## config.mk

```make
export PLATFORM = sky130hd
export DESIGN_NAME = spi_to_nitta_joiner_flat
export DESIGN_NICKNAME = d
export VERILOG_FILES = /design/src/rtl/spi_to_nitta_joiner_if.sv /design/src/rtl/spi_to_nitta_joiner.sv /design/src/flat_wrapper.sv
export SDC_FILE = /design/constraint.sdc
export NUM_CORES = 1
export LEC_CHECK = 0
export ABC_AREA = 1
export CORE_UTILIZATION = 30
export CTS_BUF_LIST = sky130_fd_sc_hd__clkbuf_4 sky130_fd_sc_hd__clkbuf_8
export CTS_CLUSTER_DIAMETER = 80
export DETAILED_ROUTE_END_ITERATION = 6
export SLEW_MARGIN = 30
export SYNTH_ARGS = -nofsm -noshare
export SYNTH_HDL_FRONTEND = slang
export SYNTH_SLANG_ARGS = --single-unit
```

## constraint.sdc

```tcl
create_clock -name clk -period 1.43 [get_ports clk]
set_input_delay 0.286 -clock clk [delete_from_list [all_inputs] [get_ports clk]]
set_output_delay 0.286 -clock clk [all_outputs]
set_load 0.02 [all_outputs]
```

## src/rtl/spi_to_nitta_joiner_if.sv

```systemverilog
// Bus between an SPI receiver and the NITTA word joiner.
//   spi_ready      : level, high while a completed subframe is held on from_spi
//   from_spi       : received subframe (SPI_DATA_WIDTH bits)
//   frame_end      : single-cycle strobe at the end of an SPI transaction
//   err_clr        : clears the sticky partial_error flag
//   to_nitta       : last completely assembled word (DATA_WIDTH bits)
//   joiner_ready   : one-cycle pulse, to_nitta holds a new word
//   partial_error  : sticky, a frame ended with an incomplete word
//   words_received : completed word count, modulo 256
// master: the SPI/host side driving the bus; slave: the joiner.
interface spi_to_nitta_joiner_if #(
    parameter int DATA_WIDTH     = 32,
    parameter int SPI_DATA_WIDTH = 8
);
    logic                      spi_ready;
    logic [SPI_DATA_WIDTH-1:0] from_spi;
    logic                      frame_end;
    logic                      err_clr;
    logic [DATA_WIDTH-1:0]     to_nitta;
    logic                      joiner_ready;
    logic                      partial_error;
    logic [7:0]                words_received;

    modport master (
        output spi_ready, from_spi, frame_end, err_clr,
        input  to_nitta, joiner_ready, partial_error, words_received
    );

    modport slave (
        input  spi_ready, from_spi, frame_end, err_clr,
        output to_nitta, joiner_ready, partial_error, words_received
    );
endinterface

```

## src/rtl/spi_to_nitta_joiner.sv

```systemverilog
// Assembles SPI subframes (MSB first) into DATA_WIDTH-bit NITTA words.
//   clk : sole clock, rising edge
//   rst : synchronous, active-high reset
//   bus : spi_to_nitta_joiner_if.slave (SPI inputs, assembled word, status)
// One capture per high period of spi_ready (ARMED/HELD handshake). A frame_end
// with an incomplete word discards it and sets the sticky partial_error.
module spi_to_nitta_joiner #(
    parameter int DATA_WIDTH     = 32,
    parameter int SPI_DATA_WIDTH = 8
) (
    input  logic                     clk,
    input  logic                     rst,
    spi_to_nitta_joiner_if.slave     bus
);
    localparam int SUBFRAME_NUMBER = DATA_WIDTH / SPI_DATA_WIDTH;
    localparam int CNT_W           = $clog2(SUBFRAME_NUMBER);
    localparam logic [CNT_W-1:0] LAST_SUBFRAME = CNT_W'(SUBFRAME_NUMBER - 1);

    typedef enum logic {ARMED, HELD} state_t;

    state_t                  state_q, state_d;
    logic [CNT_W-1:0]        cnt_q, cnt_d;
    logic [DATA_WIDTH-1:0]   shift_q, shift_d;
    logic [DATA_WIDTH-1:0]   to_nitta_q, to_nitta_d;
    logic                    ready_q, ready_d;
    logic                    perr_q, perr_d;
    logic [7:0]              words_q, words_d;
    logic                    capture;

    always_comb begin
        state_d    = state_q;
        cnt_d      = cnt_q;
        shift_d    = shift_q;
        to_nitta_d = to_nitta_q;
        ready_d    = 1'b0;
        words_d    = words_q;
        perr_d     = perr_q & ~bus.err_clr;
        capture    = 1'b0;

        case (state_q)
            ARMED: if (bus.spi_ready) begin
                capture = 1'b1;
                state_d = HELD;
            end
            HELD: if (!bus.spi_ready) state_d = ARMED;
            default: state_d = ARMED;
        endcase

        if (capture) begin
            shift_d = {shift_q[DATA_WIDTH-SPI_DATA_WIDTH-1:0], bus.from_spi};
            if (cnt_q == LAST_SUBFRAME) begin
                to_nitta_d = shift_d;
                cnt_d      = '0;
                ready_d    = 1'b1;
                words_d    = words_q + 8'd1;
            end else begin
                cnt_d = cnt_q + CNT_W'(1);
            end
        end

        // Evaluated after the capture so a completing capture in the same
        // cycle delivers its word instead of flagging an error.
        if (bus.frame_end && (cnt_d != '0)) begin
            cnt_d   = '0;
            shift_d = '0;
            perr_d  = 1'b1;
        end
    end

    always_ff @(posedge clk) begin
        if (rst) begin
            // A subframe already on the bus at reset must not be captured.
            state_q    <= bus.spi_ready ? HELD : ARMED;
            cnt_q      <= '0;
            shift_q    <= '0;
            to_nitta_q <= '0;
            ready_q    <= 1'b0;
            perr_q     <= 1'b0;
            words_q    <= '0;
        end else begin
            state_q    <= state_d;
            cnt_q      <= cnt_d;
            shift_q    <= shift_d;
            to_nitta_q <= to_nitta_d;
            ready_q    <= ready_d;
            perr_q     <= perr_d;
            words_q    <= words_d;
        end
    end

    assign bus.to_nitta       = to_nitta_q;
    assign bus.joiner_ready   = ready_q;
    assign bus.partial_error  = perr_q;
    assign bus.words_received = words_q;
endmodule

```

## src/flat_wrapper.sv

```systemverilog
// flat-port wrapper written by rule: the top's interface ports become plain ports
module spi_to_nitta_joiner_flat 
#(
    parameter int DATA_WIDTH     = 32,
    parameter int SPI_DATA_WIDTH = 8
)
  (clk, rst, bus_spi_ready, bus_from_spi, bus_frame_end, bus_err_clr, bus_to_nitta, bus_joiner_ready, bus_partial_error, bus_words_received);
  spi_to_nitta_joiner_if #(.DATA_WIDTH(DATA_WIDTH), .SPI_DATA_WIDTH(SPI_DATA_WIDTH)) bus_i ();
  input  logic clk;
  input  logic rst;
  input wire logic [$bits(bus_i.spi_ready)-1:0] bus_spi_ready;
  input wire logic [$bits(bus_i.from_spi)-1:0] bus_from_spi;
  input wire logic [$bits(bus_i.frame_end)-1:0] bus_frame_end;
  input wire logic [$bits(bus_i.err_clr)-1:0] bus_err_clr;
  output wire logic [$bits(bus_i.to_nitta)-1:0] bus_to_nitta;
  output wire logic [$bits(bus_i.joiner_ready)-1:0] bus_joiner_ready;
  output wire logic [$bits(bus_i.partial_error)-1:0] bus_partial_error;
  output wire logic [$bits(bus_i.words_received)-1:0] bus_words_received;
  assign bus_i.spi_ready = bus_spi_ready;
  assign bus_i.from_spi = bus_from_spi;
  assign bus_i.frame_end = bus_frame_end;
  assign bus_i.err_clr = bus_err_clr;
  assign bus_to_nitta = bus_i.to_nitta;
  assign bus_joiner_ready = bus_i.joiner_ready;
  assign bus_partial_error = bus_i.partial_error;
  assign bus_words_received = bus_i.words_received;
  spi_to_nitta_joiner #(.DATA_WIDTH(DATA_WIDTH), .SPI_DATA_WIDTH(SPI_DATA_WIDTH)) u_core (.clk(clk), .rst(rst), .bus(bus_i));
endmodule
```

==> metrics.md <==
| Metric | Value |
|---|---|
| Hold EP | u_core.state_q |
| Number of fillers in the final layout | roughly 900 |
| Max Cap Violations | 0 |
| Hold Crit Depth | 1 |
| Most frequent cells in the layout | 68 x dfxtp_1, 63 x nand2_1, 59 x inv_1, 41 x dlygate4sd2_1 |
| Cells after Synth | roughly 350 |
| Die height | roughly 96 µm |
| Hold_sp | bus_spi_ready |
| Die area | roughly 9300 µm² |
| Synth cell types | 19 |
| Antenna violations before repair | 0 |
| Clock power share | 38.7% |
| Root Driver | clkbuf_8 |
| CTS tree | built |
| Slew @ Worst Pin | between 200 and 300 ps |
| Part of the power in registers | between 50 and 60% |
| Critical Path, Cell by Cell | dlygate4sd2_1 |
| Clk_lat worst skew | about 340 ps |
| Cts bufs inserted | 9 |
| Crit path max fanout | 5 |
| Internal power | between 2000 and 3000 µW |
| CTS max path bufs | 2 |
| Slowest CP cell | dfxtp_1 |
| Initial core utilization | a little under a third |
| Syn_nets | between 300 and 400 |
| Comb power frac | approximately 7.3% |
| Final Cycle Share | approximately 96% |
| Num Clock Sinks | 69 |
| Num rows | 34 |
| #FFs+latches synth | between 60 and 70 |
| DRC viols | 0 |
| Most Used Layer, Global Route | met2 |
| Most common cell after layout, fill and taps aside | dfxtp_1 |
| Crit path DAT | around 1100 ps |
| Worst Setup End Kind | primary output |
| Setup violations, final | 0 |
| Final ANT Viol Nets | 0 |
| CP Buf/Inv Count | 1 |
| Worst r2r src | u_core.cnt_q[1] |
| CP delay by family, top | flip-flops |
| Drt pass-1 iters | 4 |
| Crit Reg-Reg Endpoint | u_core.shift_q[5] |
| Setup slack on the worst flop-to-flop path | around 90 ps |
| CP Class | reg -> out |
| Relative slew slack | between 80% and 90% |
| Final Slew Violations | 0 |
| P_leak | around 0.0016 µW |
| CP Launch Type | flop |
| Total congestion overflow | 0 |
| Final hold vios | 0 |
| Minimum clock period | between 1000 and 1500 ps |
| DPL Wire Length | 4.165 mm |
| Largest cells by area after synthesis | dfxtp_1 52%, nand2_1 9.1%, inv_1 8.4% |
| Share of layout cells above drive strength 1 | 15.38% |
| Chip Width | roughly 96 µm |
| Wire per inst | 11.07 µm |
| Worst EP required | 1140 ps |
| Reg clk slew, reported paths | 70 ps |
| GRT met3 Usage | 2.923% |
| First-pass GRT wire length | between 9 and 10 mm |
| I/O Buffers | 54 |
| Worst min path class | in -> reg |
| Area Overhead vs Synth | 37.46% |
| Number of global-route vias before repair | ~2200 |
| Met1 Use GR | 17.13% |
| Peak supply drop | 418.2 µV |
| Status | finished, final reports clean |
| Final Skew | between 6 and 7 ps |
| Sw frac | between 20% and 30% |
| Via-per-instance ratio | approximately 4.3 |
| GP Congestion | between 0.7 and 0.8 |
| GRT met2 Usage | roughly 23% |
| Critical path's largest stage delay | about 400 ps |
| Top cell type by total area after synthesis | dfxtp_1 |
| Top cell type's share of synthesized area | 51.76% |
| Initial DRC Count | between 80 and 90 |
| RSZ-0062 raised after global routing | false |
| Setup_tns | 0 ps |
| CTS hold repair buffers | 0 |
| IO Pins | 55 |
| Total Routed Length | about 5.9 mm |
| Tot GR Track Use | 14.08% |
| N_diodes | 0 |
| Power per cell area | 985.3 nW/µm² |
| DR vias | 2290 |
| Switching pwr | approximately 880 µW |
| Fin nets | around 440 |
| Mean Syn Cell Area | roughly 7.6 µm² |
| Fmax | roughly 730 MHz |
| Post-synthesis sequential area ratio | around half |
| Largest net degree at the start of global routing | 26 |
| Hold Worst Slack | about 190 ps |
| Core area | 8678 µm² |
| Path depth of the worst reg2reg path | 9 |
| Ys Warns | 0 |
| CTS HTree Levels | 3 |
| Post-synthesis cell area | between 2000 and 3000 µm² |
==> power by group through the flow <==
stage	sequential, µW	clock (µW)	combinational (µW)
floorplan	1990	0	122
global placement	1990	0	220
detailed placement	1990	0	224
CTS	1950	1460	222
global route	1950	1520	295
finish	1950	1400	265
==> final cells by class <==
type                            count  area (µm²)  share of cell area (%)
Clock buffer                       10       137.6                   3.752
Clock inverter                      6       38.79                   1.057
Inverter                           64       240.2                   6.548
Multi-Input combinational cell    201       965.9                   26.33
Sequential cell                    69        1383                   37.69
Tap cell                          108       135.1                   3.684
Timing Repair Buffer               79       768.2                   20.94
==> cell families after synthesis <==
| group | after synthesis | share of synthesized area [%] |
|---|---|---|
| buffers and inverters | 82 | 13.17 |
| flip-flops | 69 | 51.76 |
| AND/OR/NAND/NOR | 135 | 22.13 |
| AO/OA/AOI/OAI | 64 | 12.00 |
| adder cells (fa/ha/maj) | 2 | 0.9375 |
==> state kept, by name (all words and copies together) (netlist names) <==
name                       count
u_core.bus.joiner_ready        1
u_core.bus.partial_error       1
u_core.bus.to_nitta           32
u_core.bus.words_received      8
u_core.cnt_q                   2
u_core.shift_q                24
u_core.state_q                 1
==> metal layers <==
metal,vias up,routed length (µm)
li1,1238,-
met1,1001,2824
met2,43,2774
met3,8,235
met4,0,112
met5,-,0
==> stage by stage <==
stage / std cells / power [µW] / setup WS [ps] / utilization (%) / instance area (µm²)
finish: 537 / 3615 / 59.40 / 42.27 / 3669
global route: 537 / 3764 / 3.436 / 42.27 / 3669
CTS: 533 / 3625 / 27.66 / 41.08 / 3565
detailed placement: 517 / 2216 / -241.8 / 39.65 / 3441
global placement: 517 / 2212 / -224.1 / 39.65 / 3441
floorplan: 352 / 2116 / 170.6 / - / 2669
==> worst max-delay path by stage <==
stage | from | endpoint | slack (ps) | depth (start not counted)
floorplan | u_core.cnt_q[0] | u_core.shift_q[13] | 170 | 9
global route | u_core.bus.words_received[2] | bus_words_received[2] | 3 | 1
detailed placement | bus_spi_ready | u_core.bus.to_nitta[5] | -240 | 8
global placement | bus_spi_ready | u_core.bus.words_received[6] | -220 | 9
finish | u_core.bus.words_received[2] | bus_words_received[2] | 60 | 1
CTS | u_core.bus.words_received[4] | bus_words_received[4] | 30 | 1
==> Yosys cell counts (all sizes together) <==
master / number
nor2: 36
dfxtp: 69
o21ai: 49
ha: 2
clkbuf: 6
nand2: 67
a21oi: 15
nand4: 1
buf: 12
nand3: 31
inv: 63
clkinv: 1
==> repair_timing <==
action                                  4_1_cts  5_1_grt
gates resized for setup                      42       10
setup buffers                                 0        1
cloned                                        0        3
pin swaps                                     0        2
endpoints found under the setup margin       42       26
Power figures use the tool's default switching activity.
